<file path="src/rtl/noc_pkg.sv">
// Shared constants, state enums and the packet-queue entry type for the
// router-side local ingress port.
package noc_pkg;

  localparam logic [5:0] HDR_MARK      = 6'b101111;
  localparam logic [7:0] TAIL_FLIT     = 8'hFF;
  localparam int         FLITS_PER_PKT = 6;
  localparam int         PAYLOAD_BYTES = FLITS_PER_PKT - 2;

  typedef enum logic [1:0] {
    R_HEAD = 2'd0,
    R_DATA = 2'd1,
    R_TAIL = 2'd2
  } rx_state_t;

  typedef enum logic [1:0] {
    E_IDLE = 2'd0,
    E_HEAD = 2'd1,
    E_DATA = 2'd2,
    E_TAIL = 2'd3
  } tx_state_t;

  typedef struct packed {
    logic [1:0]  dest;
    logic [31:0] payload;
  } pkt_entry_t;

  function automatic logic [7:0] payload_byte(input logic [31:0] payload,
                                               input logic [1:0]  idx);
    logic [7:0] b;
    case (idx)
      2'd0:    b = payload[31:24];
      2'd1:    b = payload[23:16];
      2'd2:    b = payload[15:8];
      default: b = payload[7:0];
    endcase
    return b;
  endfunction

endpackage

</file>
<file path="src/rtl/noc_pkt_fifo.sv">
// Circular packet queue; pointers carry one extra wrap bit so full and empty
// fall out of a pointer compare. Head entry is readable without a pop.
module noc_pkt_fifo
  import noc_pkg::*;
#(
  parameter int DEPTH = 2
) (
  input  logic                       clk,
  input  logic                       rst,
  input  logic                       push,
  input  pkt_entry_t                 push_data,
  input  logic                       pop,
  output pkt_entry_t                 head,
  output logic                       full,
  output logic                       empty,
  output logic [$clog2(DEPTH):0]     count
);

  localparam int AW = $clog2(DEPTH);

  pkt_entry_t  mem [DEPTH];
  logic [AW:0] wr_ptr;
  logic [AW:0] rd_ptr;

  always_ff @(posedge clk or posedge rst) begin
    if (rst) begin
      wr_ptr <= '0;
      rd_ptr <= '0;
      for (int i = 0; i < DEPTH; i++) mem[i] <= '0;
    end else begin
      if (push && !full) begin
        mem[wr_ptr[AW-1:0]] <= push_data;
        wr_ptr              <= wr_ptr + 1'b1;
      end
      if (pop && !empty) rd_ptr <= rd_ptr + 1'b1;
    end
  end

  assign empty = (wr_ptr == rd_ptr);
  assign full  = (wr_ptr[AW] != rd_ptr[AW]) && (wr_ptr[AW-1:0] == rd_ptr[AW-1:0]);
  assign count = wr_ptr - rd_ptr;
  assign head  = mem[rd_ptr[AW-1:0]];

endmodule

</file>
<file path="src/rtl/noc_local_ingress.sv">
// Router-side endpoint of the NI flit link: reassembles 6-flit packets, queues
// them and replays them with a routing tag. FRAME_CHECK_EN enables header/tail checks.
//
// state  | meaning
// R_HEAD | waiting for a header flit
// R_DATA | collecting the 4 payload bytes, MSB first
// R_TAIL | waiting for the tail; refused while the queue is full
// E_IDLE | queue empty, nothing presented
// E_HEAD | presenting the header of the queue head
// E_DATA | presenting payload bytes of the queue head
// E_TAIL | presenting the tail; its accept pops the entry
module noc_local_ingress
  import noc_pkg::*;
#(
  parameter int         PKT_DEPTH = 2,
  parameter logic [1:0] ROUTER_ID = 2'b00
) (
  input  logic       clk,
  input  logic       rst,
  input  logic [7:0] flit_in,
  input  logic       flit_in_valid,
  output logic       flit_in_ready,
  output logic [7:0] out_flit,
  output logic       out_valid,
  input  logic       out_ready,
  output logic       out_sop,
  output logic       out_eop,
  output logic [1:0] out_dest,
  output logic       out_local,
  output logic       hdr_err,
  output logic       tail_err,
  output logic [7:0] drop_count
);

  localparam int CW = $clog2(PKT_DEPTH) + 1;

  rx_state_t   rx_state;
  logic [1:0]  rx_cnt;
  logic [1:0]  rx_dest;
  logic [31:0] rx_stage;

  tx_state_t   tx_state;
  logic [1:0]  tx_cnt;

  pkt_entry_t  q_head;
  pkt_entry_t  q_push_data;
  logic        q_full;
  logic        q_empty;
  logic [CW-1:0] q_count;
  logic        q_push;
  logic        q_pop;
  logic        q_more;

  logic        in_acc;
  logic        out_acc;
  logic        hdr_ok;
  logic        tail_ok;
  logic        drop_evt;

`ifdef FRAME_CHECK_EN
  assign hdr_ok  = (flit_in[7:2] == HDR_MARK);
  assign tail_ok = (flit_in == TAIL_FLIT);
`else
  assign hdr_ok  = 1'b1;
  assign tail_ok = 1'b1;
`endif

  // A full queue refuses only the tail; a pop in the same cycle does not bypass.
  assign flit_in_ready = !(rx_state == R_TAIL && q_full);
  assign in_acc        = flit_in_valid && flit_in_ready;

  assign q_push      = in_acc && (rx_state == R_TAIL) && tail_ok;
  assign q_push_data = '{dest: rx_dest, payload: rx_stage};
  assign drop_evt    = in_acc && (((rx_state == R_HEAD) && !hdr_ok) ||
                                  ((rx_state == R_TAIL) && !tail_ok));

  always_ff @(posedge clk or posedge rst) begin
    if (rst) begin
      rx_state   <= R_HEAD;
      rx_cnt     <= 2'd0;
      rx_dest    <= 2'd0;
      rx_stage   <= 32'd0;
      hdr_err    <= 1'b0;
      tail_err   <= 1'b0;
      drop_count <= 8'd0;
    end else begin
      hdr_err  <= 1'b0;
      tail_err <= 1'b0;
      if (in_acc) begin
        case (rx_state)
          R_HEAD: begin
            if (hdr_ok) begin
              rx_dest  <= flit_in[1:0];
              rx_cnt   <= 2'd0;
              rx_state <= R_DATA;
            end else begin
              hdr_err <= 1'b1;
            end
          end
          R_DATA: begin
            rx_stage <= {rx_stage[23:0], flit_in};
            rx_cnt   <= rx_cnt + 2'd1;
            if (rx_cnt == 2'(PAYLOAD_BYTES - 1)) rx_state <= R_TAIL;
          end
          R_TAIL: begin
            if (!tail_ok) tail_err <= 1'b1;
            rx_state <= R_HEAD;
          end
          default: rx_state <= R_HEAD;
        endcase
      end
      if (drop_evt && (drop_count != 8'hFF)) drop_count <= drop_count + 8'd1;
    end
  end

  noc_pkt_fifo #(
    .DEPTH(PKT_DEPTH)
  ) u_fifo (
    .clk      (clk),
    .rst      (rst),
    .push     (q_push),
    .push_data(q_push_data),
    .pop      (q_pop),
    .head     (q_head),
    .full     (q_full),
    .empty    (q_empty),
    .count    (q_count)
  );

  assign out_acc = out_valid && out_ready;
  assign q_pop   = out_acc && (tx_state == E_TAIL);
  // Looks ahead at this edge's push so a fresh packet is presented one cycle
  // after its tail, and consecutive packets run back to back.
  assign q_more  = q_push || (q_count > (q_pop ? CW'(1) : CW'(0)));

  always_ff @(posedge clk or posedge rst) begin
    if (rst) begin
      tx_state <= E_IDLE;
      tx_cnt   <= 2'd0;
    end else begin
      case (tx_state)
        E_IDLE: if (q_more) tx_state <= E_HEAD;
        E_HEAD: begin
          if (out_ready) begin
            tx_cnt   <= 2'd0;
            tx_state <= E_DATA;
          end
        end
        E_DATA: begin
          if (out_ready) begin
            tx_cnt <= tx_cnt + 2'd1;
            if (tx_cnt == 2'(PAYLOAD_BYTES - 1)) tx_state <= E_TAIL;
          end
        end
        E_TAIL: if (out_ready) tx_state <= q_more ? E_HEAD : E_IDLE;
        default: tx_state <= E_IDLE;
      endcase
    end
  end

  // Presented flit is decoded from the egress state and the un-popped queue
  // head, so it cannot move while a stalled flit waits for out_ready.
  always_comb begin
    out_flit  = 8'd0;
    out_valid = 1'b0;
    out_sop   = 1'b0;
    out_eop   = 1'b0;
    out_dest  = 2'd0;
    case (tx_state)
      E_HEAD: begin
        out_flit  = {HDR_MARK, q_head.dest};
        out_valid = 1'b1;
        out_sop   = 1'b1;
        out_dest  = q_head.dest;
      end
      E_DATA: begin
        out_flit  = payload_byte(q_head.payload, tx_cnt);
        out_valid = 1'b1;
        out_dest  = q_head.dest;
      end
      E_TAIL: begin
        out_flit  = TAIL_FLIT;
        out_valid = 1'b1;
        out_eop   = 1'b1;
        out_dest  = q_head.dest;
      end
      default: ;
    endcase
  end

  assign out_local = out_valid && (out_dest == ROUTER_ID);

  logic unused_ok;
  assign unused_ok = q_empty;

endmodule

</file>
<file path="config.mk">
export PLATFORM = sky130hd
export DESIGN_NAME = noc_local_ingress
export DESIGN_NICKNAME = d
export VERILOG_FILES = /design/src/rtl/noc_pkg.sv /design/src/rtl/noc_pkt_fifo.sv /design/src/rtl/noc_local_ingress.sv
export SDC_FILE = /design/constraint.sdc
export NUM_CORES = 1
export LEC_CHECK = 0
export ABC_AREA = 1
export CAP_MARGIN = 40
export CORE_MARGIN = 2
export CORE_UTILIZATION = 64
export DETAILED_ROUTE_END_ITERATION = 10
export PLACE_DENSITY = 0.85
export RECOVER_POWER = 25
export SYNTH_ARGS = -nofsm -noshare
export SYNTH_HDL_FRONTEND = slang
export SYNTH_HIERARCHICAL = 1
export SYNTH_SLANG_ARGS = --single-unit
</file>
<file path="constraint.sdc">
create_clock -name clk -period 6.8 [get_ports clk]
set_clock_uncertainty 0.1 [all_clocks]
set_input_delay 0.68 -clock clk [delete_from_list [all_inputs] [get_ports clk]]
set_output_delay 0.68 -clock clk [all_outputs]
set_load 0.03 [all_outputs]
</file>
==> flow_metrics.tcl <==
set metrics [dict create \
    setup.worst_path.end "flit_in_ready" \
    portBuffers 26 \
    drive_above_1_share_pct 14.1 \
    netlist_instances 657 \
    ctsRootBufferMaster "clkbuf_8" \
    die_area_um2 9870 \
    core-area_um2 8760 \
    ir_drop_v 0.000280 \
    wirelength_um 14300 \
    yosys_warnings 6 \
    rr_worst_depth 11 \
    period_share_pct 64.5 \
    dpl.cell_count 755 \
    crit_type "flop to output port" \
    timing.rr.start "u_fifo/wr_ptr[0]" \
    tightest_slew_ps 2360 \
    final_common_cell "nand2_1" \
    setup_ws_ps 2420 \
    hp-class "flop to flop" \
    htreeDepth 4 \
    grt_usage_pct 31.2 \
    failed_checks "capacitance limit, slew limit" \
    std_cell_rows 34 \
    fillers 556 \
    io_pins 37 \
    die_x_um 99.3 \
    drt_iter0_markers 583 \
    worstSkewPairLatency_ps 520 \
    final_antenna_net_count 0 \
    slew_headroom_pct -57.2 \
    grt_pass1_wl_um 24200 \
    fin_hold_ws_ps 370 \
    drt-vias-per-instance 6.17 \
    place_ws_ps 2980 \
    mappedNetlistArea_um2 5820 \
    fin_nets 690 \
    arrival_ps 3600 \
    power_leakage_nw 3.38 \
    path_max_fanout 73 \
    report.final.slew_viol_count 70 \
    grt_util_met2_pct 48.7 \
    avgSynthCellArea_um2 8.85 \
    drt-wirelength-per-cell_um 18.1 \
    cts_resized 0 \
    hold_violations 0 \
    cp-start-kind "flop" \
    instances_no_fill 787 \
    postCtsSetupBuffers 0 \
    top_usage_layer "met2" \
    grt_max_degree 74 \
    die_h_um 99.3 \
    dp_hpwl_um 8690 \
    rsz0062_at_grt "no" \
    vias 4852 \
    initial_utilization_pct 66.4 \
    critPathLaunch "u_fifo/wr_ptr[0]" \
    worstReg2RegEnd "u_fifo/mem[42]" \
    dpl-instance-area_um2 6010 \
    status "complete, but fails checks" \
    period_minus_slack_ps 4380 \
    diodes 0 \
    design_area_um2 6580 \
    ff2ff_setup_slack_ps 2680 \
    grt_pass1_vias 4794 \
    numCtsBuffers 17 \
    drtPass1Iterations 6 \
    clock_path_buffers 2 \
    area_growth_pct 13.1 \
    max_freq_ghz 0.228 \
    mostFrequentLayoutCells "219 x nand2_1, 114 x dfrtp_1, 72 x nand4_1, 34 x mux2_2, 33 x inv_1" \
    antenna_found_initial 0 \
    use_met3_pct 7.45 \
    gp_congestion 0.844 \
    crit_required_ps 6020 \
    max_cap_viol_count 2 \
    totalPowerFinal_mw 3.60 \
    overflow 0 \
    setup_viol 0 \
    clkSinkCount 114 \
    setup_tns_ps 0 \
    cts.hold.buffers_added 0 \
    cts_tree "yes" \
    p_per_area_nw_per_um2 548 \
    utilization_pct 75.1 \
    clkTransAtPathRegs_ps 60 \
    grtUsageMet1_pct 43.0 \
    endpoint_kind "output port" \
    post-route-drc-count 0 \
]
sequential cells by signal (all words and copies together), names as in the netlist:
signal and flops:
u_fifo/rd_ptr 2, tx_state 2, rx_stage 32, rx_state 2, rx_dest 2, u_fifo/wr_ptr 2, rx_cnt 2, tx_cnt 2
u_fifo/mem 68
layout make-up:
type / count / area [µm²] / share of cell area, %
Sequential cell: 114 / 2850 / 43.4
Multi-Input combinational cell: 460 / 2530 / 38.4
Clock buffer: 18 / 428 / 6.50
Timing Repair Buffer: 34 / 338 / 5.14
Clock inverter: 14 / 153 / 2.32
Inverter: 39 / 146 / 2.23
Tap cell: 108 / 135 / 2.05
per-layer routing:
layer / part of all wire, % / up-vias
met5: 0 / -
met2: 49 / 253
met1: 40 / 2378
met3: 8.6 / 38
li1: - / 2183
met4: 2.4 / 0
worst min-delay path by stage:
stage | endpoint | slack, ps | startpoint | cells after the start
finish | u_fifo/mem[14] | 370 | u_fifo/mem[14] | 2
global route | rx_state[0] | 390 | rx_state[0] | 2
CTS | u_fifo/mem[18] | 370 | u_fifo/mem[18] | 2
detailed placement | u_fifo/mem[8] | 350 | u_fifo/mem[8] | 2
global placement | u_fifo/mem[25] | 350 | u_fifo/mem[25] | 2
floorplan | u_fifo/mem[0] | 340 | u_fifo/mem[0] | 2
report_power, final:
part | switching (mW) | internal [mW]
combinational | 0.944 | 0.540
clock | 0.338 | 0.535
sequential | 0.260 | 0.987
total | 1.54 | 2.06
critical path, cell delays in order, from the launching register on:
cell and delay, ps:
dfrtp_1 400, inv_2 560, ha_1 390, nand3_2 90, buf_4 580, inv_1 170
nand3_1 160, clkdlybuf4s50_1 680
Note: power is estimated with default switching activity, not from simulation.
